File: src/rtl/control_panel_io.sv
// Control panel I/O stage: applies the requested control word either as a
// registered pass-through (modo = 0) or one word per debounced press of the
// step button (modo = 1), with a one-cycle write-enable pulse per step.
module control_panel_io #(
    parameter int N_REG      = 8,
    parameter int MUX_W      = 7,
    parameter int CODE_W     = 3,
    parameter int DEB_CYCLES = 4
) (
    input  logic              clock,
    input  logic              reset,
    input  logic              modo,
    input  logic              passo_e,
    input  logic [N_REG-1:0]  escreve_e,
    input  logic [MUX_W-1:0]  seleciona_e,
    input  logic              RD_e,
    input  logic              OE_e,
    input  logic              CS_e,
    input  logic [CODE_W-1:0] codigo_e,
    output logic [N_REG-1:0]  escreve,
    output logic [MUX_W-1:0]  seleciona,
    output logic              RD,
    output logic              OE,
    output logic              CS,
    output logic [CODE_W-1:0] codigo,
    output logic              passo_ok,
    output logic              ocupado
);

    // The debounce counter is sized for the largest legal DEB_CYCLES (255).
    localparam int                CNT_W    = 8;
    localparam logic [CNT_W-1:0]  DEB_LAST = CNT_W'(DEB_CYCLES - 1);

    typedef enum logic [1:0] {
        IDLE   = 2'd0,
        APLICA = 2'd1,
        ESPERA = 2'd2
    } state_t;

    // Two-flop synchroniser stages for the raw button.
    logic             sync_p0;
    logic             sync_p1;

    // Debouncer state.
    logic [CNT_W-1:0] deb_cnt;
    logic             deb_level;
    logic             deb_level_d;
    logic             step_evt;

    // Step FSM and effective mode.
    state_t           state;
    logic             modo_ef;

    // Word captured at the step event; held on the outputs until the next step.
    logic [N_REG-1:0]  cap_escreve;
    logic [MUX_W-1:0]  cap_seleciona;
    logic              cap_rd;
    logic              cap_oe;
    logic              cap_cs;
    logic [CODE_W-1:0] cap_codigo;

    assign ocupado = (state != IDLE);

    // Bring the asynchronous button into the clock domain.
    always_ff @(posedge clock) begin
        if (reset) begin
            sync_p0 <= 1'b0;
            sync_p1 <= 1'b0;
        end else begin
            sync_p0 <= passo_e;
            sync_p1 <= sync_p0;
        end
    end

    // Debounce: flip the level after DEB_CYCLES consecutive disagreeing samples,
    // and register its rising edge as the one-cycle step event.
    always_ff @(posedge clock) begin
        if (reset) begin
            deb_cnt     <= '0;
            deb_level   <= 1'b0;
            deb_level_d <= 1'b0;
            step_evt    <= 1'b0;
        end else begin
            deb_level_d <= deb_level;
            step_evt    <= deb_level & ~deb_level_d;
            if (sync_p1 != deb_level) begin
                if (deb_cnt == DEB_LAST) begin
                    deb_level <= ~deb_level;
                    deb_cnt   <= '0;
                end else begin
                    deb_cnt <= deb_cnt + 1'b1;
                end
            end else begin
                deb_cnt <= '0;
            end
        end
    end

    // Step FSM with registered control-word outputs. The word is driven at the
    // capture edge so that it is visible during the APLICA cycle together with
    // passo_ok; the mode only changes while IDLE so a step always completes in
    // the mode it started in.
    always_ff @(posedge clock) begin
        if (reset) begin
            state         <= IDLE;
            modo_ef       <= modo;
            escreve       <= '0;
            seleciona     <= '0;
            RD            <= 1'b0;
            OE            <= 1'b0;
            CS            <= 1'b0;
            codigo        <= '0;
            passo_ok      <= 1'b0;
            cap_escreve   <= '0;
            cap_seleciona <= '0;
            cap_rd        <= 1'b0;
            cap_oe        <= 1'b0;
            cap_cs        <= 1'b0;
            cap_codigo    <= '0;
        end else begin
            passo_ok <= 1'b0;
            if (state == IDLE) begin
                modo_ef <= modo;
            end
            case (state)
                IDLE: begin
                    if (!modo_ef) begin
                        escreve   <= escreve_e;
                        seleciona <= seleciona_e;
                        RD        <= RD_e;
                        OE        <= OE_e;
                        CS        <= CS_e;
                        codigo    <= codigo_e;
                    end else if (step_evt) begin
                        cap_escreve   <= escreve_e;
                        cap_seleciona <= seleciona_e;
                        cap_rd        <= RD_e;
                        cap_oe        <= OE_e;
                        cap_cs        <= CS_e;
                        cap_codigo    <= codigo_e;
                        escreve       <= escreve_e;
                        seleciona     <= seleciona_e;
                        RD            <= RD_e;
                        OE            <= OE_e;
                        CS            <= CS_e;
                        codigo        <= codigo_e;
                        passo_ok      <= 1'b1;
                        state         <= APLICA;
                    end else begin
                        escreve <= '0;
                    end
                end
                APLICA: begin
                    escreve <= '0;
                    state   <= ESPERA;
                end
                ESPERA: begin
                    escreve   <= '0;
                    seleciona <= cap_seleciona;
                    RD        <= cap_rd;
                    OE        <= cap_oe;
                    CS        <= cap_cs;
                    codigo    <= cap_codigo;
                    if (!deb_level) begin
                        state <= IDLE;
                    end
                end
                default: begin
                    escreve <= '0;
                    state   <= IDLE;
                end
            endcase
        end
    end

endmodule

File: config.mk
export PLATFORM = sky130hd
export DESIGN_NAME = control_panel_io
export DESIGN_NICKNAME = d
export VERILOG_FILES = /design/src/rtl/control_panel_io.sv
export SDC_FILE = /design/constraint.sdc
export NUM_CORES = 1
export LEC_CHECK = 0
export ABC_AREA = 1
export BUFFER_PORTS_ARGS = -buffer_cell sky130_fd_sc_hd__buf_2
export CORE_ASPECT_RATIO = 1.4
export CORE_UTILIZATION = 32
export DETAILED_ROUTE_END_ITERATION = 10
export SLEW_MARGIN = 20
export SYNTH_ARGS = -nofsm -noshare
export SYNTH_HDL_FRONTEND = slang
export SYNTH_SLANG_ARGS = --single-unit
File: constraint.sdc
create_clock -name clock -period 1.3 [get_ports clock]
set_clock_uncertainty 0.15 [all_clocks]
set_input_delay 0.195 -clock clock [delete_from_list [all_inputs] [get_ports clock]]
set_output_delay 0.195 -clock clock [all_outputs]
set_load 0.05 [all_outputs]
==> key figures <==
Outcome
  – Outcome: finished, violations left
  – Failing checks: design-rule violations, negative hold slack, negative setup slack

Global routing
  – Met1 usage: 16.93%
  – Met3 Use GR: 2.580%
  – First-pass GRT wire length: 7.734 mm
  – Initial antenna violation count: 0
  – Grt met2 use: 23.89%
  – Busiest grt layer: met2
  – Largest net degree at the start of global routing: 37
  – Gr ovfl total: 0
  – Vias in the first global route: 1771
  – Gr usage total: about 14%

Worst setup path
  – Critical path's slowest cell: dfxtp_2
  – Worst Path Max Fanout: 2
  – Worst path required time: between 0.9 and 1 ns
  – Worst Setup Start Kind: flop
  – Cells on worst reg2reg path: 7
  – CP cell instances: buf_12, nor2_4, inv_2, buf_8
  – WS Path Type: flop to primary output
  – Critical R2R Launch: state[1]
  – Reg-to-Reg End: cap_codigo[2]
  – CP Capture Type: primary output
  – CP max stage delay: 0.35 ns
  – Worst endpoint data arrival time: 1.07 ns
  – FF-to-FF setup slack: -0.06 ns

Hold path
  – Hold_sp: seleciona_e[1]
  – Hold crit path type: input pin to flop
  – Hold Path Depth: 3
  – Hold path endpoint: cap_seleciona[1]

Clock network
  – Clk_lat worst skew: about 0.31 ns
  – CTS Root Cell: clkbuf_8
  – CTS tree: done
  – CTS buffer count: 5
  – H-tree Lvls: 2
  – # clock sinks: 51
  – Longest Clk Path Bufs: 2
  – Worst-path clk slew: 0.10 ns

STA
  – Min setup slack post-route: -0.1135 ns
  – Final Critical Period: 1.413 ns
  – Worst slew margin: 78.33%
  – Max Transition Viols Final: 0
  – WHS: -0.003071 ns
  – Final Hold Fails: 1
  – F_max: 707.5 MHz
  – Slew @ Worst Pin: 0.3246 ns
  – Fin crit share: 108.7%
  – RSZ-0062 raised after global routing: true
  – # setup viols final: 15

Layout
  – Area Growth Syn to Fin: 42.86%
  – Nets: 383
  – Filler cell count in the final layout: 627
  – Layout cells sized above 1: 34.64%
  – ANT cells: 0
  – Final core utilization: 48.09%

Synth
  – Mapped Avg Cell Area: 7.624 um^2
  – Synth unique cells: 24
  – Post-Syn Area: 2120 um^2
  – Seq/Total Area, Yosys: 48.64%
  – Mapped Nets: ~300
  – Synth Instances: 278
  – Yosys warns: 0
  – Synth Register Bits: 51

Placement
  – Routability cong.: 0.7495
  – Post-DP HPWL: 3.082 mm
  – Port bufs: 47
  – Pre-CTS WS: -0.1181 ns

Power
  – PwrDens: ~1100 nW/um^2
  – Leak Pwr: about 1.3 nW
  – Peak supply drop: 0.0004751 V

Drt
  – Detailed-route via count: 1948
  – DRC Markers: 2
  – Final WL: 4.910 mm
  – DR vias/cell: 4.530
  – Routed len/inst: 11.42 um
  – DR iter-0 viols: between 80 and 90
  – Drt first pass iters: 9
  – Antenna-violating nets left: 0

Run
  – Max Cap Viol: 0

Floorplan
  – Placement row count: 34
  – Top-Level Pins: 48
  – Total Die Area: 6957 um^2
  – Die X: 70.78 um
  – Core area: 6296 um^2
  – Die Height: 98.30 um
  – Initial Utilization: 33.66%
==> layer usage <==
metal	part of all wire, %	vias up
li1	-	1044
met1	46	857
met4	0.37	0
met3	3.7	3
met5	0	-
met2	50	44
==> registers in the layout (all words and copies together) (netlist names), 2 cells and up <==
name	flops
cap_codigo	3
seleciona	7
cap_seleciona	7
deb_cnt	8
codigo	3
state	2
escreve	8
==> metrics by stage <==
| step | instances | setup TNS (ns) | power (mW) | instance area [um^2] |
|---|---|---|---|---|
| 2_1_floorplan | 278 | -0.06498 | 1.928 | 2120 |
| 3_3_place_gp | 399 | -0.9622 | 2.053 | 2497 |
| 3_5_place_dp | 399 | -1.771 | 2.054 | 2497 |
| 4_1_cts | 419 | -1.718 | 3.189 | 2749 |
| 5_1_grt | 430 | -1.466 | 3.340 | 3028 |
| 6_report | 430 | -0.5935 | 3.191 | 3028 |
==> logic make-up after synthesis <==
family | count (synthesis) | share of synthesized area, %
fa+ha+maj | 1 | 0.5902
buf+inv | 38 | 8.795
flops | 51 | 48.64
simple gates | 144 | 30.70
compound gates | 44 | 11.27
==> worst max path at each step <==
stage,endpoint,cells past startpoint,slack [ns],startpoint
6_report,ocupado,4,-0.11,state[1]
5_1_grt,ocupado,4,-0.15,state[1]
4_1_cts,seleciona[3],4,-0.15,state[1]
3_5_place_dp,seleciona[2],4,-0.12,state[1]
3_3_place_gp,deb_cnt[6],6,-0.06,deb_cnt[0]
2_1_floorplan,modo_ef,4,-0.06,state[1]
==> power by group <==
| group | leakage (nW) | switching [mW] | internal (mW) |
|---|---|---|---|
| logic | 0.834 | 0.284 | 0.174 |
| registers | 0.420 | 0.0163 | 1.61 |
| clock network | 0.0581 | 0.532 | 0.574 |
==> cell usage in the layout, fill, tap and decap left out, types with 2 or more instances in the layout <==
master / netlist / layout
nand2_1: 57 / 52
nor2_1: 57 / 51
dfxtp_1: 50 / 46
buf_2: 5 / 44
inv_1: 26 / 23
a21oi_1: 17 / 16
o21ai_2: 5 / 16
dlygate4sd3_1: 0 / 14
nand3b_1: 13 / 13
buf_4: 2 / 13
o21ai_1: 7 / 7
nand3_1: 7 / 7
nand2_2: 4 / 7
nand2_8: 1 / 6
nor2_2: 0 / 5
clkbuf_8: 0 / 5
buf_12: 0 / 5
dfxtp_2: 0 / 4
nand2_4: 2 / 3
o21ai_0: 15 / 3
nor2_4: 1 / 2
inv_2: 0 / 2
clkbuf_4: 0 / 2
==> synth_stat cells (all sizes together) <==
cell	number	area, um^2
nor2	58	225.2
o21ai	27	153.9
nand2	64	281.5
nand3	7	35.03
buf	10	77.56
inv	27	103.9
nor3	1	5.000
ha	1	12.51
nand3b	13	97.59
edfxtp	1	30.03
clkbuf	1	5.000
dfxtp	50	1001
or2	1	6.260
a21oi	17	85.08
==> critical path, delay by kind of cell (launching register included) <==
| family | cells | cell delay (ns) |
|---|---|---|
| buffers and inverters | 3 | 0.32 |
| DFF | 1 | 0.35 |
| and+or+nand+nor | 1 | 0.09 |
==> layout make-up <==
type	instances	area, um^2	share of cell area, %
inverters	27	108.9	3.595
repair buffers	79	588.1	19.42
well taps	72	90.09	2.975
clock buffers	5	68.82	2.273
flip-flops and latches	51	1036	34.21
clock inverters	3	43.79	1.446
multi-input cells	193	1092	36.07
==> repair_timing <==
item	4_1_cts	5_1_grt
pin swaps	1	13
resized for setup	12	51
setup endpoints to repair	25	41
cloned	0	4
hold endpoints to repair	13	3
hold buffers	11	3
setup buffers	1	4
Power figures use the tool's default switching activity.
